==> src/rtl/tl_pkg.sv <==
// rtl/tl_pkg.sv - turn-signal command encodings shared with the tail-light sequencer.
package tl_pkg;

    typedef enum logic [1:0] {
        S_IDLE  = 2'b00,
        S_RIGHT = 2'b01,
        S_LEFT  = 2'b10,
        S_HAZ   = 2'b11
    } s_code_t;

    typedef enum logic [1:0] {
        ST_IDLE  = 2'b00,
        ST_HOLD  = 2'b01,
        ST_ARMED = 2'b10
    } cmd_state_t;

    // Hazard, or both stalks at once, outranks a single direction.
    function automatic s_code_t decode_req(input logic left, input logic right, input logic haz);
        if (haz || (left && right)) return S_HAZ;
        if (left)                   return S_LEFT;
        if (right)                  return S_RIGHT;
        return S_IDLE;
    endfunction

endpackage

==> src/rtl/sw_debounce.sv <==
// rtl/sw_debounce.sv - two-flop synchronizer followed by a consecutive-cycle debounce counter.
module sw_debounce #(
    parameter int unsigned DEB_CNT = 4
) (
    input  logic Clk,
    input  logic Rst,
    input  logic in,
    output logic out
);

    localparam int unsigned CW = (DEB_CNT > 2) ? $clog2(DEB_CNT) : 1;

    logic          meta;
    logic          sync;
    logic [CW-1:0] cnt;

    // cnt holds the number of consecutive disagreeing cycles already seen; it never exceeds DEB_CNT-1.
    always_ff @(posedge Clk or negedge Rst) begin
        if (!Rst) begin
            meta <= 1'b0;
            sync <= 1'b0;
            out  <= 1'b0;
            cnt  <= '0;
        end else begin
            meta <= in;
            sync <= meta;
            if (sync == out) begin
                cnt <= '0;
            end else if (cnt == CW'(DEB_CNT - 1)) begin
                out <= sync;
                cnt <= '0;
            end else begin
                cnt <= cnt + CW'(1);
            end
        end
    end

endmodule

==> src/rtl/turn_cmd_cond.sv <==
// rtl/turn_cmd_cond.sv - debounces the stalk/hazard switches and issues held S commands with a Chg strobe.
module turn_cmd_cond
    import tl_pkg::*;
#(
    parameter int unsigned DEB_CNT  = 4,
    parameter int unsigned MIN_HOLD = 12
) (
    input  logic       Clk,
    input  logic       Rst,
    input  logic       LeftSw,
    input  logic       RightSw,
    input  logic       HazSw,
    output logic [1:0] S,
    output logic       Chg
);

    localparam int unsigned HW = $clog2(MIN_HOLD + 1);

    logic          left_db;
    logic          right_db;
    logic          haz_db;
    s_code_t       req;
    cmd_state_t    state;
    logic [HW-1:0] hold;

    sw_debounce #(.DEB_CNT(DEB_CNT)) u_left  (.Clk(Clk), .Rst(Rst), .in(LeftSw),  .out(left_db));
    sw_debounce #(.DEB_CNT(DEB_CNT)) u_right (.Clk(Clk), .Rst(Rst), .in(RightSw), .out(right_db));
    sw_debounce #(.DEB_CNT(DEB_CNT)) u_haz   (.Clk(Clk), .Rst(Rst), .in(HazSw),   .out(haz_db));

    assign req = decode_req(left_db, right_db, haz_db);

    // HOLD ignores the request entirely; whatever is decoded on the first ARMED cycle wins.
    always_ff @(posedge Clk or negedge Rst) begin
        if (!Rst) begin
            state <= ST_IDLE;
            S     <= S_IDLE;
            Chg   <= 1'b0;
            hold  <= '0;
        end else begin
            Chg <= 1'b0;
            case (state)
                ST_IDLE, ST_ARMED: begin
                    if (req != S) begin
                        S     <= req;
                        Chg   <= 1'b1;
                        hold  <= HW'(MIN_HOLD - 1);
                        state <= ST_HOLD;
                    end
                end
                ST_HOLD: begin
                    if (hold == '0) state <= ST_ARMED;
                    else            hold  <= hold - HW'(1);
                end
                default: state <= ST_IDLE;
            endcase
        end
    end

endmodule
==> config.mk <==
export PLATFORM = sky130hd
export DESIGN_NAME = turn_cmd_cond
export DESIGN_NICKNAME = d
export VERILOG_FILES = /design/src/rtl/tl_pkg.sv /design/src/rtl/sw_debounce.sv /design/src/rtl/turn_cmd_cond.sv
export SDC_FILE = /design/constraint.sdc
export NUM_CORES = 1
export LEC_CHECK = 0
export BUFFER_PORTS_ARGS = -buffer_cell sky130_fd_sc_hd__buf_2
export CAP_MARGIN = 15
export CORE_MARGIN = 2
export CORE_UTILIZATION = 56
export DETAILED_ROUTE_END_ITERATION = 6
export PLACE_DENSITY = 0.76
export SYNTH_ARGS = -nofsm -noshare
export SYNTH_HDL_FRONTEND = slang
export SYNTH_HIERARCHICAL = 1
export SYNTH_SLANG_ARGS = --single-unit
==> constraint.sdc <==
create_clock -name Clk -period 1.8 [get_ports Clk]
set_clock_uncertainty 0.2 [all_clocks]
set_input_delay 0 -clock Clk [delete_from_list [all_inputs] [get_ports Clk]]
set_output_delay 0 -clock Clk [all_outputs]
set_load 0.02 [all_outputs]
==> run_results.csv, run 1 <==
group,metric,value,unit
die,io_pins,8,
die,die_h,45.9,um
synthesis,synth_cell_types,24,
synthesis,ys.warnings.count,6,
pwr,p_int,1.19,mW
timing,slew_viol_final,0,
clock_network,cts_sinks,24,
worst_setup_path,crit_buf_inv,0,
timing,hold_ws,0.120,ns
synthesis,synth_top_cells_by_count,"dfrtp_1 (24), nand2_1 (7), ha_1 (4), mux2_2 (4), xnor2_1 (4)",
timing,finalSetupTns,0,ns
synthesis,ys_ff_latch,24,
clock_network,post_cts_buffers,0,
synthesis,synth-edff-count,0,
timing,fin_ws,0.118,ns
placed_design,placed_area,1040,um2
worst_setup_path,worst-setup-path-type,"flip-flop to flip-flop",
pwr,power.density,1650,nW/um2
clock_network,numCtsBuffers,3,
pwr,total_leakage_power,0.512,nW
placed_design,io_buffer_count,7,
synthesis,yosysMostFrequentCell,"dfrtp_1",
clock_network,h-tree-depth,1,
final_layout,diodes,0,
timing,slew_headroom,67.1,%
final_layout,stdcell_area,1130,um2
grt,grt_pass1_wl,2390,um
synthesis,synth_area_leader_cell,"dfrtp_1",
final_layout,final_util,67.0,%
worst_setup_path,crit_arrival,1.69,ns
pwr,combPwrFrac,35.7,%
final_layout,drive_above_1_share,23.3,%
die,rows,15,
clock_network,cts_tree,"yes",
worst_hold_path,hold_class,"input pin to flip-flop",
detailed_routing,drtAntennaViolNets,0,
synthesis,syn-num-nets,83,
final_layout,area_growth,15.0,%
synthesis,synthFlopType,"dfrtp_1",
worst_setup_path,crit_family,"compound AO/OA/AOI/OAI gates",
die,die_x,45.9,um
grt,grt_pass1_vias,556,
placed_design,gp_congestion,0.688,
timing,rsz0062_at_grt,"false",
synthesis,yosysTopAreaCellShare,61.1,%
outcome,status,"completed",
detailed_routing,drt-vias-per-instance,5.37,
detailed_routing,drt_iter0_markers,8,
timing,finalSetupViolCount,0,
pwr,pwr-share-clk,14.7,%
grt,track_usage,17.1,%
grt,grt_start_max_net_pins,25,
worst_setup_path,startpoint_type,"flip-flop",
synthesis,synthTopCellsByArea,"dfrtp_1 (61%), ha_1 (5.1%), mux2_2 (4.6%), xnor2_1 (3.6%), nor3_2 (3.1%)",
pwr,power.switching,0.678,mW
synthesis,postSynthCellCount,74,
clock_network,clk_pin_slew,0.12,ns
worst_setup_path,worstPathRequired,1.81,ns
placed_design,dp_hpwl,922,um
die,die_area,2110,um2
worst_setup_path,path_cells,"nor4b_2, a221oi_4, o32a_1",
grt,grt_overflow_total,0,
detailed_routing,vias,575,
final_layout,nNetsFinal,100,
worst_setup_path,worst_setup_path_end_kind,"flip-flop",
grt,antenna_found_initial,0,
synthesis,seq_area_frac_synth,61.1,%
die,coreArea,1690,um2
worst_setup_path,critPathMaxStageDelay,0.49,ns
timing,hold_violations,0,
die,start_util,58.2,%
synthesis,netlist_area,983,um2
detailed_routing,wirelength,1370,um
timing,tightest_slew,0.493,ns
clock_network,cts-root-buf,"clkbuf_4",
detailed_routing,wl_per_cell,12.8,um
pwr,pwr-share-seq,49.6,%
pwr,peakVddDrop,708,uV
detailed_routing,drc,0,
timing,period_needed,1.68,ns
clock_network,clock_latency,0.31,ns
run,max-cap-violations,0,
timing,clock.fmax,594,MHz
worst_setup_path,crit_path_max_fanout,7,
worst_setup_path,critPathSlowestCell,"dfrtp_1",
clock_network,clock_path_buffers,2,
timing,period_share,93.5,%
placed_design,dpl_worst_slack,0.0837,ns
detailed_routing,detail_route.first_pass.iterations,4,
pwr,p_sw_share,36.3,%
synthesis,avgSynthCellArea,13.3,um2
synthesis,async_flop_share,100,%
metrics by stage:
stage / power, mW / instances
final: 1.87 / 107
after global placement: 1.56 / 98
after floorplan: 1.43 / 74
after global routing: 2.04 / 107
after detailed placement: 1.59 / 98
after CTS: 1.89 / 107
metal layers:
layer | wire length, um | track usage, % | vias up | part of all wire (%)
li1 | - | - | 289 | -
met3 | 34 | 3.57 | 5 | 2.5
met5 | 0 | 0 | - | 0
met2 | 636 | 24.4 | 10 | 47
met1 | 643 | 22.2 | 271 | 47
met4 | 51 | 13.7 | 0 | 3.7
worst register-to-register path: stages (launching register included):
cell      delay, ns
dfrtp_1        0.49
nor4b_2        0.40
a221oi_4       0.15
o32a_1         0.35
power by group through the flow:
| stage | clock network (mW) | logic (mW) | registers, mW |
|---|---|---|---|
| floorplan | 0 | 0.504 | 0.929 |
| global placement | 0 | 0.639 | 0.924 |
| detailed placement | 0 | 0.661 | 0.934 |
| CTS | 0.288 | 0.675 | 0.924 |
| global route | 0.308 | 0.766 | 0.964 |
| finish | 0.275 | 0.667 | 0.927 |
state kept, by name, indices dropped and copies added (netlist names):
| name | cells |
|---|---|
| u_right/meta | 1 |
| u_haz/sync | 1 |
| state | 2 |
| u_left/sync | 1 |
| u_haz/meta | 1 |
| u_haz/out | 1 |
| S | 2 |
| u_haz/cnt | 2 |
| u_left/out | 1 |
| u_right/cnt | 2 |
| u_left/meta | 1 |
| Chg | 1 |
| u_left/cnt | 2 |
| hold | 4 |
| u_right/sync | 1 |
| u_right/out | 1 |
cell families after synthesis:
| family | after synthesis | synth area share, % |
|---|---|---|
| simple gates | 24 | 14.8 |
| flops | 24 | 61.1 |
| xor+xnor | 5 | 4.45 |
| buf+inv | 2 | 0.764 |
| fa+ha+maj | 4 | 5.09 |
| mux | 4 | 4.58 |
| compound gates | 11 | 9.29 |
timing repair:
action | CTS | global route
endpoints found under the hold margin | 27 | 0
setup endpoints to repair | 0 | 3
resized for setup | 0 | 1
hold buffers | 5 | 0
layout by cell type, fill, tap and decap left out:
| cell | netlist | routed |
|---|---|---|
| xor2_1 | 1 | 1 |
| o32a_1 | 1 | 1 |
| nor3b_2 | 0 | 1 |
| mux2_2 | 4 | 4 |
| a21oi_1 | 2 | 2 |
| dlygate4sd3_1 | 0 | 5 |
| nand2_1 | 7 | 7 |
| dfrtp_1 | 24 | 24 |
| o21a_1 | 1 | 1 |
| a221oi_4 | 1 | 1 |
| o21ai_0 | 3 | 3 |
| nor3_2 | 3 | 3 |
| nor4b_2 | 1 | 1 |
| o31a_1 | 1 | 1 |
| inv_1 | 2 | 2 |
| o22ai_1 | 1 | 1 |
| or2_1 | 1 | 1 |
| nor3_1 | 2 | 2 |
| xnor2_1 | 4 | 4 |
| nor2b_1 | 3 | 3 |
| nor2_1 | 3 | 3 |
| clkbuf_4 | 0 | 3 |
| clkbuf_8 | 0 | 1 |
| nand3b_1 | 1 | 1 |
| nand2b_1 | 2 | 2 |
| o21bai_1 | 1 | 1 |
| ha_1 | 4 | 4 |
| buf_2 | 0 | 7 |
cell type report:
cell class,instances,area [um2]
Inverter,2,7.51
Fill cell,124,558
Multi-Input combinational cell,48,380
Tap cell,17,21.3
Sequential cell,24,601
Timing Repair Buffer,12,85.1
Clock buffer,4,36.3
worst paths after layout:
kind	to	start	depth (start not counted)	slack [ns]
min in group asynchronous	S[1]	Rst	3	0.52
max reg2reg	hold[3]	u_right/out	3	0.12
min	u_haz/meta	HazSw	2	0.12
max in group asynchronous	u_right/cnt[1]	Rst	3	0.55
max	hold[3]	u_right/out	3	0.12
min reg2reg	u_haz/sync	u_haz/meta	0	0.16
No activity file was read; power rests on OpenSTA's default activity.
==> run 2: changes to the inputs <==
--- a/config.mk
+++ b/config.mk
@@ -10,6 +10,7 @@
 export CORE_MARGIN = 2
 export CORE_UTILIZATION = 56
 export DETAILED_ROUTE_END_ITERATION = 6
+export HOLD_SLACK_MARGIN = 0.15
 export PLACE_DENSITY = 0.76
 export SYNTH_ARGS = -nofsm -noshare
 export SYNTH_HDL_FRONTEND = slang
==> run_results.csv, run 2 (synthesis results as in run 1) <==
group,metric,value,unit
clock_network,clk_pin_slew,0.12,ns
grt,antenna_found_initial,0,
detailed_routing,wirelength,1400,um
die,io_pins,8,
timing,period_needed,1.68,ns
timing,hold_violations,0,
timing,period_share,93.4,%
timing,slew_viol_final,0,
pwr,total_leakage_power,0.524,nW
die,die_x,45.9,um
final_layout,fin_cells,110,
final_layout,mostFrequentLayoutCells,"dfrtp_1 (24), dlygate4sd3_1 (8), nand2_1 (7), buf_2 (7)",
timing,finalSetupTns,0,ns
final_layout,largest_reg_flops,4,
worst_setup_path,startpoint_type,"flip-flop",
clock_network,clock_path_buffers,2,
pwr,finalPower,1.87,mW
outcome,status,"completed",
grt,grt_pass1_wl,2440,um
final_layout,final-seq-area,601,um2
detailed_routing,drc,0,
clock_network,clock_latency,0.31,ns
grt,track_usage,17.4,%
final_layout,stdcell_area,1160,um2
pwr,power.density,1610,nW/um2
timing,slew_headroom,66.9,%
timing,tightest_slew,0.496,ns
worst_setup_path,worstPathRequired,1.81,ns
detailed_routing,drt-vias-per-instance,5.40,
timing,finalSetupViolCount,0,
placed_design,dp_hpwl,922,um
placed_design,placed_area,1040,um2
clock_network,h-tree-depth,1,
clock_network,cts_sinks,24,
final_layout,diodes,0,
worst_setup_path,crit_arrival,1.69,ns
timing,hold_ws,0.167,ns
clock_network,post_cts_buffers,0,
clock_network,cts_tree,"yes",
worst_setup_path,worst-setup-path-type,"flip-flop to flip-flop",
final_layout,final_util,68.7,%
die,start_util,58.2,%
clock_network,numCtsBuffers,3,
die,die_h,45.9,um
timing,clock.fmax,595,MHz
detailed_routing,drtAntennaViolNets,0,
placed_design,dpl_worst_slack,0.0837,ns
pwr,peakVddDrop,753,uV
worst_setup_path,crit_buf_inv,0,
grt,grt_pass1_vias,569,
worst_setup_path,crit_path_max_fanout,7,
worst_hold_path,hold_class,"flip-flop to flip-flop",
final_layout,drive_above_1_share,22.6,%
timing,rsz0062_at_grt,"false",
final_layout,nNetsFinal,103,
final_layout,multi_input_area,380,um2
grt,grt_overflow_total,0,
final_layout,max_flop_register,"hold",
detailed_routing,wl_per_cell,12.7,um
detailed_routing,vias,594,
die,die_area,2110,um2
timing,fin_ws,0.119,ns
placed_design,dp_cells,98,
worst_setup_path,worst_setup_path_end_kind,"flip-flop",
worst_setup_path,path_cells,"nor4b_2, a221oi_4, o32a_1",
placed_design,gp_congestion,0.688,
placed_design,io_buffer_count,7,
worst_setup_path,critPathSlowestCell,"dfrtp_1",
final_layout,fillers,124,
final_layout,area_growth,18.1,%
worst_setup_path,critPathMaxStageDelay,0.49,ns
die,rows,15,
clock_network,cts-root-buf,"clkbuf_4",
run,max-cap-violations,0,
grt,grt_start_max_net_pins,25,
detailed_routing,detail_route.first_pass.iterations,4,
die,coreArea,1690,um2
detailed_routing,drt_iter0_markers,8,
worst_setup_path,crit_family,"compound AO/OA/AOI/OAI gates",
final_layout,final_common_cell,"dfrtp_1",
[run 2: cell count changes in the layout (fill, tap and decap cells not counted), sizes merged]
| cell | change |
|---|---|
| dlygate4sd3 | +3 |
[run 2: path summary, 6_finish.rpt]
kind / startpoint / endpoint / slack [ns] / cells past startpoint
max in group asynchronous: Rst / u_right/cnt[1] / 0.55 / 3
max: u_right/out / hold[3] / 0.12 / 3
max reg2reg: u_right/out / hold[3] / 0.12 / 3
min: u_right/meta / u_right/sync / 0.17 / 0
min in group asynchronous: Rst / S[1] / 0.52 / 3
min reg2reg: u_right/meta / u_right/sync / 0.17 / 0
[run 2: report_power, final]
group / internal, mW / leakage [nW] / total [mW] / switching, mW
registers: 0.724 / 0.291 / 0.927 / 0.202
logic: 0.347 / 0.213 / 0.670 / 0.323
clock network: 0.124 / 0.0210 / 0.276 / 0.153
[run 2: layer usage]
| layer | up-vias | GRT usage [%] | routed length [um] |
|---|---|---|---|
| met4 | 0 | 13.7 | 51 |
| met1 | 285 | 22.5 | 656 |
| li1 | 294 | - | - |
| met2 | 10 | 25.0 | 656 |
| met3 | 5 | 3.57 | 34 |
| met5 | - | 0 | 0 |
[run 2: layout make-up]
cell class	instances	area share, %
Timing Repair Buffer	15	9.91
Clock buffer	4	3.13
Inverter	2	0.647
Tap cell	17	1.83
Sequential cell	24	51.7
Multi-Input combinational cell	48	32.8
[run 2: repair_timing]
item	4_1_cts	5_1_grt
gates resized for setup	0	1
setup endpoints to repair	0	3
hold endpoints to repair	27	0
hold buffers	8	0
==> run 3: changes to the inputs <==
--- a/config.mk
+++ b/config.mk
@@ -10,6 +10,7 @@
 export CORE_MARGIN = 2
 export CORE_UTILIZATION = 56
 export DETAILED_ROUTE_END_ITERATION = 6
+export GPL_TIMING_DRIVEN = 0
 export HOLD_SLACK_MARGIN = 0.15
 export PLACE_DENSITY = 0.76
 export SYNTH_ARGS = -nofsm -noshare
==> run_results.csv, run 3 (synthesis results as in run 1) <==
group,metric,value,unit
worst_setup_path,startpoint_type,"flip-flop",
die,die_h,45.9,um
timing,period_needed,1.69,ns
detailed_routing,wl_per_cell,13.3,um
timing,hold_violations,0,
final_layout,final_common_cell,"dfrtp_1",
outcome,status,"completed",
detailed_routing,drt_iter0_markers,13,
final_layout,stdcell_area,1160,um2
die,coreArea,1690,um2
placed_design,io_buffer_count,7,
worst_setup_path,crit_path_max_fanout,7,
grt,antenna_found_initial,0,
die,rows,15,
clock_network,cts_tree,"yes",
clock_network,h-tree-depth,1,
grt,track_usage,17.1,%
final_layout,diodes,0,
clock_network,post_cts_buffers,0,
detailed_routing,vias,584,
final_layout,drive_above_1_share,22.6,%
pwr,total_leakage_power,0.524,nW
timing,finalSetupViolCount,0,
grt,grt_overflow_total,0,
timing,finalSetupTns,0,ns
worst_setup_path,worstPathRequired,1.81,ns
final_layout,area_growth,18.1,%
die,die_x,45.9,um
detailed_routing,wirelength,1460,um
detailed_routing,drt-vias-per-instance,5.31,
worst_hold_path,hold_class,"flip-flop to flip-flop",
grt,grt_start_max_net_pins,25,
worst_setup_path,worst_setup_path_end_kind,"flip-flop",
placed_design,gp_congestion,0.739,
detailed_routing,drtAntennaViolNets,0,
timing,clock.fmax,592,MHz
die,start_util,58.2,%
clock_network,clock_path_buffers,2,
clock_network,cts_sinks,24,
worst_setup_path,crit_arrival,1.70,ns
final_layout,max_flop_register,"hold",
clock_network,clock_latency,0.31,ns
placed_design,dp_hpwl,956,um
timing,tightest_slew,0.500,ns
timing,period_share,93.9,%
grt,grt_pass1_wl,2430,um
clock_network,clk_pin_slew,0.13,ns
final_layout,nNetsFinal,103,
pwr,finalPower,1.89,mW
worst_setup_path,worst-setup-path-type,"flip-flop to flip-flop",
timing,slew_headroom,66.7,%
pwr,power.density,1630,nW/um2
grt,grt_pass1_vias,528,
die,io_pins,8,
timing,rsz0062_at_grt,"false",
detailed_routing,drc,0,
placed_design,placed_area,1040,um2
clock_network,numCtsBuffers,3,
run,max-cap-violations,0,
timing,slew_viol_final,0,
final_layout,largest_reg_flops,4,
timing,hold_ws,0.163,ns
clock_network,cts-root-buf,"clkbuf_4",
final_layout,mostFrequentLayoutCells,"dfrtp_1 (24), dlygate4sd3_1 (8), nand2_1 (7), buf_2 (7)",
pwr,peakVddDrop,889,uV
detailed_routing,detail_route.first_pass.iterations,4,
die,die_area,2110,um2
-- run 3: metrics by stage --
stage	utilization [%]	instances	setup WS, ns
after CTS	68.4	110	0.0503
final	68.7	110	0.110
after global routing	68.7	110	0.0529
after global placement	61.6	98	0.0831
after detailed placement	61.6	98	0.0767
after floorplan	-	74	0.187
-- run 3: worst paths after layout --
kind / endpoint / slack, ns / cells past startpoint / startpoint
max: hold[3] / 0.11 / 3 / u_right/out
min: u_right/sync / 0.16 / 0 / u_right/meta
max reg2reg: hold[3] / 0.11 / 3 / u_right/out
min reg2reg: u_right/sync / 0.16 / 0 / u_right/meta
max in group asynchronous: hold[1] / 0.55 / 3 / Rst
min in group asynchronous: u_left/cnt[0] / 0.51 / 3 / Rst
-- run 3: area by class of cell --
| cell class | count | area [um2] |
|---|---|---|
| Clock buffer | 4 | 36.3 |
| Fill cell | 118 | 528 |
| Inverter | 2 | 7.51 |
| Multi-Input combinational cell | 48 | 380 |
| Sequential cell | 24 | 601 |
| Tap cell | 17 | 21.3 |
| Timing Repair Buffer | 15 | 115 |
-- run 3: critical path, cell delays in order, from the launching register on --
cell      delay [ns]
dfrtp_1         0.49
nor4b_2         0.40
a221oi_4        0.16
o32a_1          0.34
-- run 3: metal layers --
metal	vias to the layer above	wire length, um	track usage [%]
li1	296	-	-
met1	269	710	23.1
met2	14	678	25.3
met3	5	44	4.76
met4	0	31	8.57
met5	-	0	0
-- run 3: what timing repair did --
item                                    CTS  global route
endpoints found under the setup margin    0             3
resized for setup                         0             1
hold buffers                              8             0
endpoints found under the hold margin    27             0
-- run 3: power by group --
part | total (mW) | internal [mW] | switching (mW)
sequential | 0.926 | 0.724 | 0.202
combinational | 0.686 | 0.350 | 0.336
clock | 0.279 | 0.124 | 0.155
